[src/rtl/pipe_pkg.sv]
// Shared constants for the Y86-64 pipeline stage registers: status codes,
// bubble payload encodings and the per-slot control operations.
package pipe_pkg;

    localparam int STAT_W = 3;

    localparam logic [2:0] STAT_AOK = 3'd1;
    localparam logic [2:0] STAT_HLT = 3'd2;
    localparam logic [2:0] STAT_ADR = 3'd3;
    localparam logic [2:0] STAT_INS = 3'd4;

    // nop instruction encoding, placed in the top byte of decode/execute payloads
    localparam logic [3:0] ICODE_NOP = 4'h1;
    localparam logic [3:0] IFUN_NONE = 4'h0;

    localparam logic [63:0] BUBBLE_REGD = {ICODE_NOP, IFUN_NONE, 56'h0};
    localparam logic [63:0] BUBBLE_REGE = {ICODE_NOP, IFUN_NONE, 56'h0};
    localparam logic [63:0] BUBBLE_REGM = 64'h0;

    // What a single storage slot does on the next clock edge
    typedef enum logic [1:0] {
        SLOT_HOLD  = 2'd0,
        SLOT_LOAD  = 2'd1,
        SLOT_DROP  = 2'd2,  // mark invalid, keep last data/stat
        SLOT_CLEAR = 2'd3   // load bubble value, mark invalid
    } slot_op_e;

endpackage

[src/rtl/pipe_slot.sv]
// One valid+data+stat storage slot with load, drop, clear-to-bubble and hold.
module pipe_slot
    import pipe_pkg::*;
#(
    parameter int                 WIDTH       = 64,
    parameter int                 SW          = 3,
    parameter logic [WIDTH-1:0]   BUBBLE_DATA = {WIDTH{1'b0}},
    parameter logic [SW-1:0]      BUBBLE_STAT = {{(SW-1){1'b0}}, 1'b1}
) (
    input  logic             clk,
    input  logic             rst,
    input  slot_op_e         op,
    input  logic [WIDTH-1:0] d_data,
    input  logic [SW-1:0]    d_stat,
    output logic             q_valid,
    output logic [WIDTH-1:0] q_data,
    output logic [SW-1:0]    q_stat
);

    logic             valid_r;
    logic [WIDTH-1:0] data_r;
    logic [SW-1:0]    stat_r;

    // Slot register: apply the requested operation, bubble value on reset
    always_ff @(posedge clk or posedge rst) begin
        if (rst) begin
            valid_r <= 1'b0;
            data_r  <= BUBBLE_DATA;
            stat_r  <= BUBBLE_STAT;
        end else begin
            case (op)
                SLOT_LOAD: begin
                    valid_r <= 1'b1;
                    data_r  <= d_data;
                    stat_r  <= d_stat;
                end
                SLOT_DROP: begin
                    valid_r <= 1'b0;
                end
                SLOT_CLEAR: begin
                    valid_r <= 1'b0;
                    data_r  <= BUBBLE_DATA;
                    stat_r  <= BUBBLE_STAT;
                end
                SLOT_HOLD: begin
                    valid_r <= valid_r;
                end
                default: begin
                    valid_r <= valid_r;
                end
            endcase
        end
    end

    assign q_valid = valid_r;
    assign q_data  = data_r;
    assign q_stat  = stat_r;

endmodule

[src/rtl/pipe_stage_reg.sv]
// Generic pipeline stage register with ready/valid flow control, stall/bubble
// control, optional skid slot, saturating event counters and a sticky
// stall+bubble conflict flag.
module pipe_stage_reg
    import pipe_pkg::*;
#(
    parameter int                   WIDTH       = 64,
    parameter int                   STAT_W      = 3,
    parameter int                   SKID        = 1,
    parameter logic [WIDTH-1:0]     BUBBLE_DATA = {WIDTH{1'b0}},
    parameter logic [STAT_W-1:0]    BUBBLE_STAT = {{(STAT_W-1){1'b0}}, 1'b1},
    parameter int                   CNT_W       = 16
) (
    input  logic              clk,
    input  logic              rst,
    input  logic              stall,
    input  logic              bubble,
    input  logic              in_valid,
    input  logic [WIDTH-1:0]  in_data,
    input  logic [STAT_W-1:0] in_stat,
    output logic              in_ready,
    output logic              out_valid,
    output logic [WIDTH-1:0]  out_data,
    output logic [STAT_W-1:0] out_stat,
    input  logic              out_ready,
    output logic [CNT_W-1:0]  stall_cnt,
    output logic [CNT_W-1:0]  bubble_cnt,
    output logic              ctl_err
);

    localparam logic [CNT_W-1:0] CNT_MAX = {CNT_W{1'b1}};
    localparam logic [CNT_W-1:0] CNT_ONE = {{(CNT_W-1){1'b0}}, 1'b1};

    slot_op_e          m_op_s;
    slot_op_e          s_op_s;
    logic              m_from_s_s;
    logic [WIDTH-1:0]  m_d_data_s;
    logic [STAT_W-1:0] m_d_stat_s;
    logic              m_valid_s;
    logic [WIDTH-1:0]  m_data_s;
    logic [STAT_W-1:0] m_stat_s;
    logic              s_valid_s;
    logic [WIDTH-1:0]  s_data_s;
    logic [STAT_W-1:0] s_stat_s;
    logic              in_ready_s;
    logic              out_valid_s;
    logic              in_fire_s;
    logic              out_fire_s;
    logic [CNT_W-1:0]  stall_cnt_r;
    logic [CNT_W-1:0]  bubble_cnt_r;
    logic              ctl_err_r;

    // Handshake: readiness depends on slot occupancy; stall, bubble and reset block both sides
    always_comb begin
        in_ready_s = 1'b0;
        if (rst || stall || bubble) begin
            in_ready_s = 1'b0;
        end else if (SKID != 0) begin
            in_ready_s = ~s_valid_s;
        end else begin
            in_ready_s = ~m_valid_s | out_ready;
        end
        out_valid_s = m_valid_s & ~stall & ~bubble;
        in_fire_s   = in_valid & in_ready_s;
        out_fire_s  = out_valid_s & out_ready;
    end

    // Slot control: bubble flushes, stall holds, otherwise move entries in FIFO order
    always_comb begin
        m_op_s     = SLOT_HOLD;
        s_op_s     = SLOT_HOLD;
        m_from_s_s = 1'b0;
        if (bubble) begin
            m_op_s = SLOT_CLEAR;
            s_op_s = SLOT_CLEAR;
        end else if (stall) begin
            m_op_s = SLOT_HOLD;
            s_op_s = SLOT_HOLD;
        end else if (SKID != 0) begin
            if (out_fire_s && s_valid_s) begin
                // in_ready is low whenever S is full, so no new entry competes here
                m_op_s     = SLOT_LOAD;
                m_from_s_s = 1'b1;
                s_op_s     = SLOT_DROP;
            end else begin
                if (in_fire_s && (!m_valid_s || out_fire_s)) begin
                    m_op_s = SLOT_LOAD;
                end else if (out_fire_s) begin
                    m_op_s = SLOT_DROP;
                end else begin
                    m_op_s = SLOT_HOLD;
                end
                if (in_fire_s && m_valid_s && !out_fire_s) begin
                    s_op_s = SLOT_LOAD;
                end else begin
                    s_op_s = SLOT_HOLD;
                end
            end
        end else begin
            if (in_fire_s) begin
                m_op_s = SLOT_LOAD;
            end else if (out_fire_s) begin
                m_op_s = SLOT_DROP;
            end else begin
                m_op_s = SLOT_HOLD;
            end
        end
    end

    assign m_d_data_s = m_from_s_s ? s_data_s : in_data;
    assign m_d_stat_s = m_from_s_s ? s_stat_s : in_stat;

    pipe_slot #(
        .WIDTH       (WIDTH),
        .SW          (STAT_W),
        .BUBBLE_DATA (BUBBLE_DATA),
        .BUBBLE_STAT (BUBBLE_STAT)
    ) u_main (
        .clk     (clk),
        .rst     (rst),
        .op      (m_op_s),
        .d_data  (m_d_data_s),
        .d_stat  (m_d_stat_s),
        .q_valid (m_valid_s),
        .q_data  (m_data_s),
        .q_stat  (m_stat_s)
    );

    generate
        if (SKID != 0) begin : g_skid
            pipe_slot #(
                .WIDTH       (WIDTH),
                .SW          (STAT_W),
                .BUBBLE_DATA (BUBBLE_DATA),
                .BUBBLE_STAT (BUBBLE_STAT)
            ) u_skid (
                .clk     (clk),
                .rst     (rst),
                .op      (s_op_s),
                .d_data  (in_data),
                .d_stat  (in_stat),
                .q_valid (s_valid_s),
                .q_data  (s_data_s),
                .q_stat  (s_stat_s)
            );
        end else begin : g_noskid
            assign s_valid_s = 1'b0;
            assign s_data_s  = BUBBLE_DATA;
            assign s_stat_s  = BUBBLE_STAT;
        end
    endgenerate

    // Saturating stall/bubble counters and sticky stall+bubble conflict flag
    always_ff @(posedge clk or posedge rst) begin
        if (rst) begin
            stall_cnt_r  <= {CNT_W{1'b0}};
            bubble_cnt_r <= {CNT_W{1'b0}};
            ctl_err_r    <= 1'b0;
        end else begin
            if (stall && (stall_cnt_r != CNT_MAX)) begin
                stall_cnt_r <= stall_cnt_r + CNT_ONE;
            end
            if (bubble && (bubble_cnt_r != CNT_MAX)) begin
                bubble_cnt_r <= bubble_cnt_r + CNT_ONE;
            end
            if (stall && bubble) begin
                ctl_err_r <= 1'b1;
            end
        end
    end

    assign in_ready   = in_ready_s;
    assign out_valid  = out_valid_s;
    assign out_data   = m_data_s;
    assign out_stat   = m_stat_s;
    assign stall_cnt  = stall_cnt_r;
    assign bubble_cnt = bubble_cnt_r;
    assign ctl_err    = ctl_err_r;

endmodule

[config.mk]
export PLATFORM = sky130hd
export DESIGN_NAME = pipe_stage_reg
export DESIGN_NICKNAME = d
export VERILOG_FILES = /design/src/rtl/pipe_pkg.sv /design/src/rtl/pipe_slot.sv /design/src/rtl/pipe_stage_reg.sv
export SDC_FILE = /design/constraint.sdc
export NUM_CORES = 1
export LEC_CHECK = 0
export BUFFER_PORTS_ARGS = -buffer_cell sky130_fd_sc_hd__buf_2
export CORE_MARGIN = 4
export CORE_UTILIZATION = 43
export DETAILED_ROUTE_END_ITERATION = 10
export PLACE_DENSITY = 0.68
export REMOVE_ABC_BUFFERS = 1
export SLEW_MARGIN = 20
export SYNTH_ARGS = -nofsm -noshare
export SYNTH_HDL_FRONTEND = slang
export SYNTH_SLANG_ARGS = --single-unit
export TNS_END_PERCENT = 10
[constraint.sdc]
create_clock -name clk -period 5.9 [get_ports clk]
set_input_delay 0.295 -clock clk [delete_from_list [all_inputs] [get_ports clk]]
set_output_delay 0.295 -clock clk [all_outputs]
set_load 0.02 [all_outputs]
==> results of run 1 <==
registers in the layout, summed over array words and instances (netlist names):
signal                 count
u_main.q_stat              3
stall_cnt                 16
g_skid.u_skid.q_data      64
bubble_cnt                16
ctl_err                    1
g_skid.u_skid.q_stat       3
u_main.q_valid             1
g_skid.u_skid.q_valid      1
u_main.q_data             64
power by group:
group | switching, mW | internal (mW) | leakage [nW]
Sequential | 0.0730 | 1.22 | 2.31
Combinational | 0.211 | 0.131 | 2.23
Clock | 0.469 | 0.726 | 0.306
Total | 0.753 | 2.07 | 4.85
cell type report:
cell class | count | area (sq um) | share of cell area
inverter | 6 | 27.5 | 0.00298
clock buffer | 19 | 443 | 0.0479
tap | 225 | 282 | 0.0304
clock inverter | 13 | 191 | 0.0207
sequential | 169 | 4230 | 0.458
timing repair buffer | 181 | 923 | 0.0998
multi-input combinational | 465 | 3150 | 0.341
logic make-up (layout without fill, tap and decap cells):
group           after synthesis  after routing  synth area share
simple gates                209            209             0.145
fa+ha+maj                     2              2           0.00329
flops                       169            169             0.557
buf+inv                      55            219            0.0316
compound gates              163            163             0.145
mux                          76             76             0.101
xor+xnor                     15             15            0.0173
worst paths after layout:
| kind | to | depth (start not counted) | slack, ns |
|---|---|---|---|
| setup / recovery | u_main.q_data[39] | 5 | 3.38 |
| hold reg to reg | ctl_err | 1 | 0.46 |
| setup reg to reg | u_main.q_data[39] | 5 | 3.38 |
| hold / removal | u_main.q_valid | 2 | 0.08 |
| min in group clk | g_skid.u_skid.q_data[60] | 3 | 0.09 |
| max in group asynchronous | stall_cnt[2] | 3 | 4.43 |
cells in the final DEF (no fill, tap or decap), types with 7 or more instances in the layout:
| cell | instances |
|---|---|
| xor2_1 | 9 |
| nor2_1 | 11 |
| nand2_1 | 78 |
| buf_2 | 174 |
| mux2i_1 | 69 |
| o21ai_1 | 12 |
| a21oi_1 | 16 |
| and4_1 | 7 |
| clkbuf_16 | 17 |
| nand3_1 | 14 |
| nand4_1 | 9 |
| o21ai_0 | 58 |
| nand2b_1 | 69 |
| mux2_2 | 7 |
| o2bb2ai_1 | 66 |
| dfrtp_1 | 167 |
| buf_4 | 7 |
critical path, stage by stage, from the launching register on:
cell	delay, ns
dfrtp_1	0.46
or4_4	0.48
a221oi_2	0.40
nand2b_2	0.43
buf_4	0.43
o2bb2ai_1	0.22
per-layer routing:
metal,routed length (um),part of all wire,track usage,vias to the layer above
met3,978,0.054,0.0488,16
met1,8240,0.46,0.251,2803
met5,8,0.00045,0,-
met2,8590,0.48,0.291,141
li1,-,-,-,2748
met4,153,0.0085,0.0505,2
==> results.md, run 1 <==
* Status: completed
* Clock transition at the registers of the reported paths at 0.07 ns
* Final period utilization at 0.427
* Layout Cells excl Fill at 1078
* Cell count after placement at 1046
* Cell area after layout at 0.00925 sq mm
* DRC Markers at 0
* Postcts setup bufs at 0
* EDFF count, synth at 0
* CP required at 6.24 ns
* Slew at the pin closest to its max-slew limit at 0.972 ns
* Cts bufs inserted at 17
* Synthesis-stage register bit count at 169
* Area Overhead vs Synth at 21.7%
* H-tree depth at 4
* Slew Limit Headroom at 0.352
* Iteration-0 DRC Markers at 250
* Count leader, synth: dfrtp_1
* Initial core utilization at 0.439
* LEAKAGE at 4.85 nW
* Skew final at 0.0113 ns
* Post-CTS sizing at 0
* Io pins at 175
* Worst hold slack at 0.0840 ns
* # port buffers at 174
* Most frequent cells after synthesis: dfrtp_1 (167), nand2_1 (78), nand2b_1 (70)
* Max IR drop VDD at 0.248 mV
* Share of cells above drive strength 1 at 0.268
* Routed WL per cell at 16.7 um
* Crit end category: flop
* Synth cell types at 38
* Synthesized area per cell at 11.0 sq um
* Dpl ws at 3.22 ns
* # rows at 48
* FILL cells at 1561
* Final Setup Violations at 0
* Largest area contributor in the netlist: dfrtp_1
* CTS tree: built
* Hold_buf cts at 0
* Min-Delay Path Class: in -> async
* PwrDens at 306 mW/mm^2
* Async S/R FF share, synth at 1.00
* Worst R2R Start: g_skid.u_skid.q_valid
* Inserted Diodes at 0
* Routed WL at 18000 um
* Mapped Area at 0.00760 sq mm
* Yosys warnings at 0
* Latest clock arrival within the worst-skew pair at 0.42 ns
* Die area at 0.0199 sq mm
* Placed cell area at 0.00861 sq mm
* Hpwl dp at 11600 um
* Final worst slack at 3.38 ns
* Routed Antenna Nets at 0
* Ys flop type: dfrtp_1
* Final core occ at 0.535
* Total track usage at 0.184
* Die Wd at 141 um
* Slew Limit Fails at 0
* CP startpoint: g_skid.u_skid.q_valid
* Sequential area share after synthesis at 0.557
* CTS max path bufs at 2
* RSZ-0062 raised after global routing: false
* Fin. Hold Viols at 0
* Placer Congestion at 0.791
* Synth area leaders: dfrtp_1 (55%), mux2i_1 (9.1%), o2bb2ai_1 (7.6%), nand2b_1 (5.8%), nand2_1 (3.9%)
* Die Y at 141 um
* Initial antenna violation count at 1
* Crit Path Class: reg -> reg
* Number of global-route vias before repair at 5660
* CTS root buf: clkbuf_16
* Fin Setup TNS at 0 ns
* Fin nets at 915
* Clock Sink Count at 169
* Mapped Cells at 689
* CORE AREA at 0.0173 sq mm
* Via Count at 5710
* Drt via density at 5.30
* Max-cap viol count at 0
* Global-route wire length before repair at 29700 um
* Design Power at 2.83 mW
* CP Launch Type: flop
* Pin count of the biggest net entering global routing at 110
* Max Fclk at 397 MHz
* CP arrival at 2.86 ns
* Grt ovf at 0
* Post-synth top area share at 0.550
* Minimum clock period at 2.52 ns
* Drt first pass iters at 4
* Crit-path max FO at 41
(Power assumes the default switching activity.)
==> inputs of run 2 (changes only) <==
- clock period: 5.9 -> 2.46 ns (I/O delays scaled with it)
==> run 2 against run 1 <==
  * Die area is the same
  * Sequential cell count is the same
  * Critical path depth is the same
  * Power grew 140%
  * Via count grew 5.3%
  * First-iteration DRC count grew 56%
  * Cell count grew 7.3%
  * Clock power grew 130%
  * Utilization grew 4.6 points
  * Worst setup slack lost 3.0 ns
  * Worst hold slack gained 0.072 ns
  * Global-route usage grew 1.2 points
  * Largest power group unchanged
==> results.md, run 2 (synthesis results as in run 1) <==
* RSZ-0062 raised after global routing: false
* Crit Path Class: reg -> reg
* Io pins at 175 (unchanged)
* Iteration-0 DRC Markers at 389 (+56%)
* CORE AREA at 0.0173 sq mm (unchanged)
* GR Layer Usage met1 at 0.270 (+0.0191)
* CTS tree: built
* Latest clock arrival within the worst-skew pair at 0.41 ns (about the same)
* Clock transition at the registers of the reported paths at 0.07 ns (about the same)
* Crit-path max FO at 42 (+2.4%)
* Area Overhead vs Synth at 32.2%
* Skew final at 0.00915 ns (-0.00217 ns)
* Grt met2 use at 0.311 (+0.0199)
* Die Y at 141 um (unchanged)
* Fin. Hold Viols at 0 (unchanged)
* Initial antenna violation count at 1 (unchanged)
* Final core occ at 0.581 (+0.0462)
* Final Setup Violations at 0 (unchanged)
* Fin nets at 996 (+8.9%)
* Slew Limit Headroom at 0.579 (+0.227)
* Max Fclk at 475 MHz (+20%)
* Placed cell area at 0.00875 sq mm (+1.6%)
* H-tree depth at 4 (unchanged)
* CP required at 2.77 ns (-3.47 ns)
* # port buffers at 174 (unchanged)
* CP Launch Type: flop
* Routed Antenna Nets at 0 (unchanged)
* Met3 Use GR at 0.0468 (-0.00204)
* Initial core utilization at 0.439 (unchanged)
* Final period utilization at 0.856 (+0.429)
* Crit path max-delay cell type: or4_4
* Design Power at 6.75 mW (+140%)
* Via Count at 6015 (+5.3%)
* CTS max path bufs at 2 (unchanged)
* LEAKAGE at 5.20 nW (+7.3%)
* CP arrival at 2.42 ns (-0.44 ns)
* Die area at 0.0199 sq mm (unchanged)
* Placer Congestion at 0.830 (+4.9%)
* Commonest cells after routing, fill and taps aside: buf_2 (174), dfrtp_1 (167), nand2_1 (78)
* PwrDens at 671 mW/mm^2 (+120%)
* Max-cap viol count at 0 (unchanged)
* Crit end category: flop
* Slew Limit Fails at 0 (unchanged)
* Max IR drop VDD at 0.606 mV (+140%)
* Pin count of the biggest net entering global routing at 72 (-35%)
* Cts bufs inserted at 17 (unchanged)
* Commonest non-fill, non-tap cell in the layout: buf_2
* Minimum clock period at 2.11 ns (-0.415 ns)
* Number of global-route vias before repair at 6127 (+8.3%)
* Cell area after layout at 0.0100 sq mm (+8.6%)
* Drt first pass iters at 5 (+1)
* Post-CTS sizing at 0 (unchanged)
* Min-Delay Path Class: in -> reg
* Total track usage at 0.195 (+0.0116)
* CP max stage delay at 0.48 ns (about the same)
* Grt ovf at 0 (unchanged)
* # rows at 48 (unchanged)
* Drt via density at 5.20 (-1.9%)
* Inserted Diodes at 0 (unchanged)
* Global-route wire length before repair at 31700 um (+6.9%)
* Slew at the pin closest to its max-slew limit at 0.632 ns (-0.340 ns)
* CP top delay family: compound AO/OA/AOI/OAI gates
* Hpwl dp at 12000 um (+3.6%)
* Buffers and inverters on the worst path at 1 (unchanged)
* Clock Sink Count at 169 (unchanged)
* Routed WL per cell at 16.6 um (-0.58%)
* DRC Markers at 0 (unchanged)
* Routed WL at 19200 um (+6.7%)
* Worst hold slack at 0.156 ns (+0.0725 ns)
* GRT busiest layer: met2
* Status: completed
* Share of cells above drive strength 1 at 0.258 (-0.0110)
* Crit path cell chain: or4_4 -> a221oi_2 -> nand2b_2 -> buf_4 -> o2bb2ai_1
* CTS root buf: clkbuf_16
* Die Wd at 141 um (unchanged)
==> run 2: changes by cell type in the layout (fill, tap and decap cells not counted), sizes merged <==
cell	delta
dlygate4sd3	+69
buf	+12
clkinv	+4
inv	-3
clkinvlp	-2
bufinv	-1
==> run 2: worst min-delay path: stages <==
cell	delay (ns)
buf_2	0.11
buf_4	0.17
a21o_1	0.13
==> run 2: final cells by class <==
class                      count  area (sq um)
timing repair buffer         262          1750
sequential                   169          4230
clock buffer                  19           453
multi-input combinational    465          3150
clock inverter                11           149
tap                          225           282
inverter                       6          27.5
fill                        1485          7250
==> run 2: report_power, final <==
part           total (mW)  leakage (nW)  switching [mW]  internal (mW)
Clock                2.72         0.299            1.08           1.64
Combinational       0.923          2.59           0.528          0.395
Sequential           3.10          2.31           0.179           2.92
==> run 2: through the flow <==
| step | setup WS (ns) | TNS (ns) | instances |
|---|---|---|---|
| final | 0.354 | 0 | 1157 |
| after global routing | 0.256 | 0 | 1157 |
| after CTS | 0.398 | 0 | 1157 |
| after detailed placement | 0.421 | 0 | 1058 |
| after global placement | 0.484 | 0 | 1058 |
| after floorplan | -2.23 | -575.91 | 640 |
==> run 2: metal layers <==
metal  wire length, um  up-vias  share of wire
met5                13        -        0.00068
met2              9010      181           0.47
met4               279        2          0.015
li1                  -     2905              -
met1              8840     2902           0.46
met3              1030       25          0.054
==> run 2: worst paths after layout <==
path	slack [ns]	startpoint	cells after the start	endpoint
min reg2reg	0.48	u_main.q_data[13]	1	u_main.q_data[13]
min in group asynchronous	0.39	rst	3	u_main.q_valid
max in group asynchronous	1.28	rst	4	g_skid.u_skid.q_stat[0]
max reg2reg	0.35	g_skid.u_skid.q_valid	5	u_main.q_data[3]
max	0.35	g_skid.u_skid.q_valid	5	u_main.q_data[3]
min	0.16	stall	3	ctl_err
==> run 2: what timing repair did <==
item | 4_1_cts | 5_1_grt
hold buffers | 69 | 0
hold endpoints to repair | 143 | 0
setup buffers | 0 | 0
==> inputs of run 3 (changes only) <==
- MAX_ROUTING_LAYER: default -> met4
==> run 3 against run 2 <==
  * Sequential cell count stayed put
  * Critical path depth stayed put
  * Fmax is 0.19% higher
  * Design area hardly changed
  * Critical endpoint unchanged
  * Clock power hardly changed
  * Cell count hardly changed
  * Count of clock-buffer cells in the layout stayed put
  * Combinational power hardly changed
  * Sequential power hardly changed
==> results.md, run 3 (synthesis results as in run 1) <==
* CP Launch Type: flop
* Commonest non-fill, non-tap cell in the layout: buf_2
* Latest clock arrival within the worst-skew pair at 0.41 ns (about the same)
* LEAKAGE at 5.20 nW (unchanged)
* Drt first pass iters at 5 (unchanged)
* Routed WL per cell at 16.6 um (-0.14%)
* Routed WL at 19200 um (about the same)
* Die area at 0.0199 sq mm (unchanged)
* Via Count at 6032 (+0.28%)
* Io pins at 175 (unchanged)
* Fin. Hold Viols at 0 (unchanged)
* Status: completed
* Layout Cells excl Fill at 1158 (+0.086%)
* H-tree depth at 4 (unchanged)
* Clock transition at the registers of the reported paths at 0.06 ns (about the same)
* Max Fclk at 476 MHz (+0.19%)
* # port buffers at 174 (unchanged)
* Slew Limit Headroom at 0.581 (+0.00242)
* Clock Sink Count at 169 (unchanged)
* Fin Setup TNS at 0 ns (unchanged)
* Placed cell area at 0.00875 sq mm (unchanged)
* Crit-path max FO at 42 (unchanged)
* CP arrival at 2.41 ns (about the same)
* Hpwl dp at 12000 um (unchanged)
* Grt ovf at 0 (unchanged)
* PwrDens at 671 mW/mm^2 (about the same)
* Commonest cells after routing, fill and taps aside: buf_2 (174), dfrtp_1 (167), nand2_1 (78)
* Pin count of the biggest net entering global routing at 72 (unchanged)
* Max-cap viol count at 0 (unchanged)
* CTS root buf: clkbuf_16
* Total track usage at 0.201 (+0.00596)
* Placer Congestion at 0.843 (+1.5%)
* Cts bufs inserted at 17 (unchanged)
* CORE AREA at 0.0173 sq mm (unchanged)
* Final period utilization at 0.855 (-0.00162)
* Die Y at 141 um (unchanged)
* Max IR drop VDD at 0.607 mV (+0.11%)
* CTS tree: built
* Cell area after layout at 0.0100 sq mm (about the same)
* Iteration-0 DRC Markers at 364 (-6.4%)
* Min-Delay Path Class: in -> reg
* Final core occ at 0.581 (about the same)
* Final Setup Violations at 0 (unchanged)
* Die Wd at 141 um (unchanged)
* Initial antenna violation count at 1 (unchanged)
* # rows at 48 (unchanged)
* Share of cells above drive strength 1 at 0.258 (unchanged)
* Slew Limit Fails at 0 (unchanged)
* Area Overhead vs Synth at 32.2% (about the same)
* Skew final at 0.00733 ns (-0.00182 ns)
* Minimum clock period at 2.10 ns (-0.00399 ns)
* Worst hold slack at 0.152 ns (-0.00416 ns)
* Initial core utilization at 0.439 (unchanged)
* Crit Path Class: reg -> reg
* Drt via density at 5.21 (+0.20%)
* Cell count after placement at 1058 (unchanged)
* DRC Markers at 0 (unchanged)
* CTS max path bufs at 2 (unchanged)
* RSZ-0062 raised after global routing: false
* Slew at the pin closest to its max-slew limit at 0.628 ns (-0.00363 ns)
* Number of global-route vias before repair at 6138 (+0.18%)
* CP required at 2.77 ns (about the same)
* Fin nets at 996 (unchanged)
* Dpl ws at 0.421 ns (unchanged)
* Flop2flop setup slack at 0.36 ns (about the same)
* Design Power at 6.74 mW (about the same)
* Routed Antenna Nets at 0 (unchanged)
* Final worst slack at 0.358 ns (+0.00399 ns)
* Crit end category: flop
* Global-route wire length before repair at 31700 um (about the same)
==> run 3: changes by cell type in the layout (fill, tap and decap cells not counted), sizes merged <==
| cell | before | now |
|---|---|---|
| diode | 0 | 1 |
==> run 3: layer usage <==
layer | track usage | up-vias | wire length [um] | part of all wire
li1 | - | 2908 | - | -
met1 | 0.274 | 2923 | 8870 | 0.46
met2 | 0.311 | 179 | 9080 | 0.47
met3 | 0.0404 | 22 | 941 | 0.049
met4 | 0.0505 | 0 | 280 | 0.015
met5 | - | - | 0 | 0
==> run 3: worst max-delay path, cell delays in order (launching register included) <==
cell	delay (ns)
dfrtp_1	0.46
or4_4	0.48
a221oi_2	0.39
nand2b_2	0.10
buf_4	0.27
o2bb2ai_1	0.27
==> run 3: worst paths after layout <==
path / endpoint / cells after the start / startpoint
worst max-delay path: u_main.q_data[3] / 5 / g_skid.u_skid.q_valid
worst min-delay path: ctl_err / 3 / stall
worst max register to register: u_main.q_data[3] / 5 / g_skid.u_skid.q_valid
worst min register to register: u_main.q_stat[0] / 2 / u_main.q_stat[0]
max in group asynchronous: u_main.q_data[45] / 4 / rst
min in group asynchronous: stall_cnt[2] / 3 / rst
==> run 3: layout make-up <==
| type | count | area, sq um |
|---|---|---|
| sequential | 169 | 4230 |
| clock inverter | 11 | 149 |
| timing repair buffer | 262 | 1750 |
| inverter | 6 | 27.5 |
| clock buffer | 19 | 453 |
| fill | 1484 | 7250 |
| tap | 225 | 282 |
| antenna | 1 | 2.50 |
| multi-input combinational | 465 | 3150 |
==> run 3: power by group <==
group	internal [mW]	switching, mW
Combinational	0.394	0.528
Sequential	2.92	0.182
Clock	1.64	1.07
==> run 3: what timing repair did <==
item	in CTS	in global routing
hold endpoints to repair	143	0
gates resized for setup	0	0
setup buffers	0	0
hold buffers	69	0
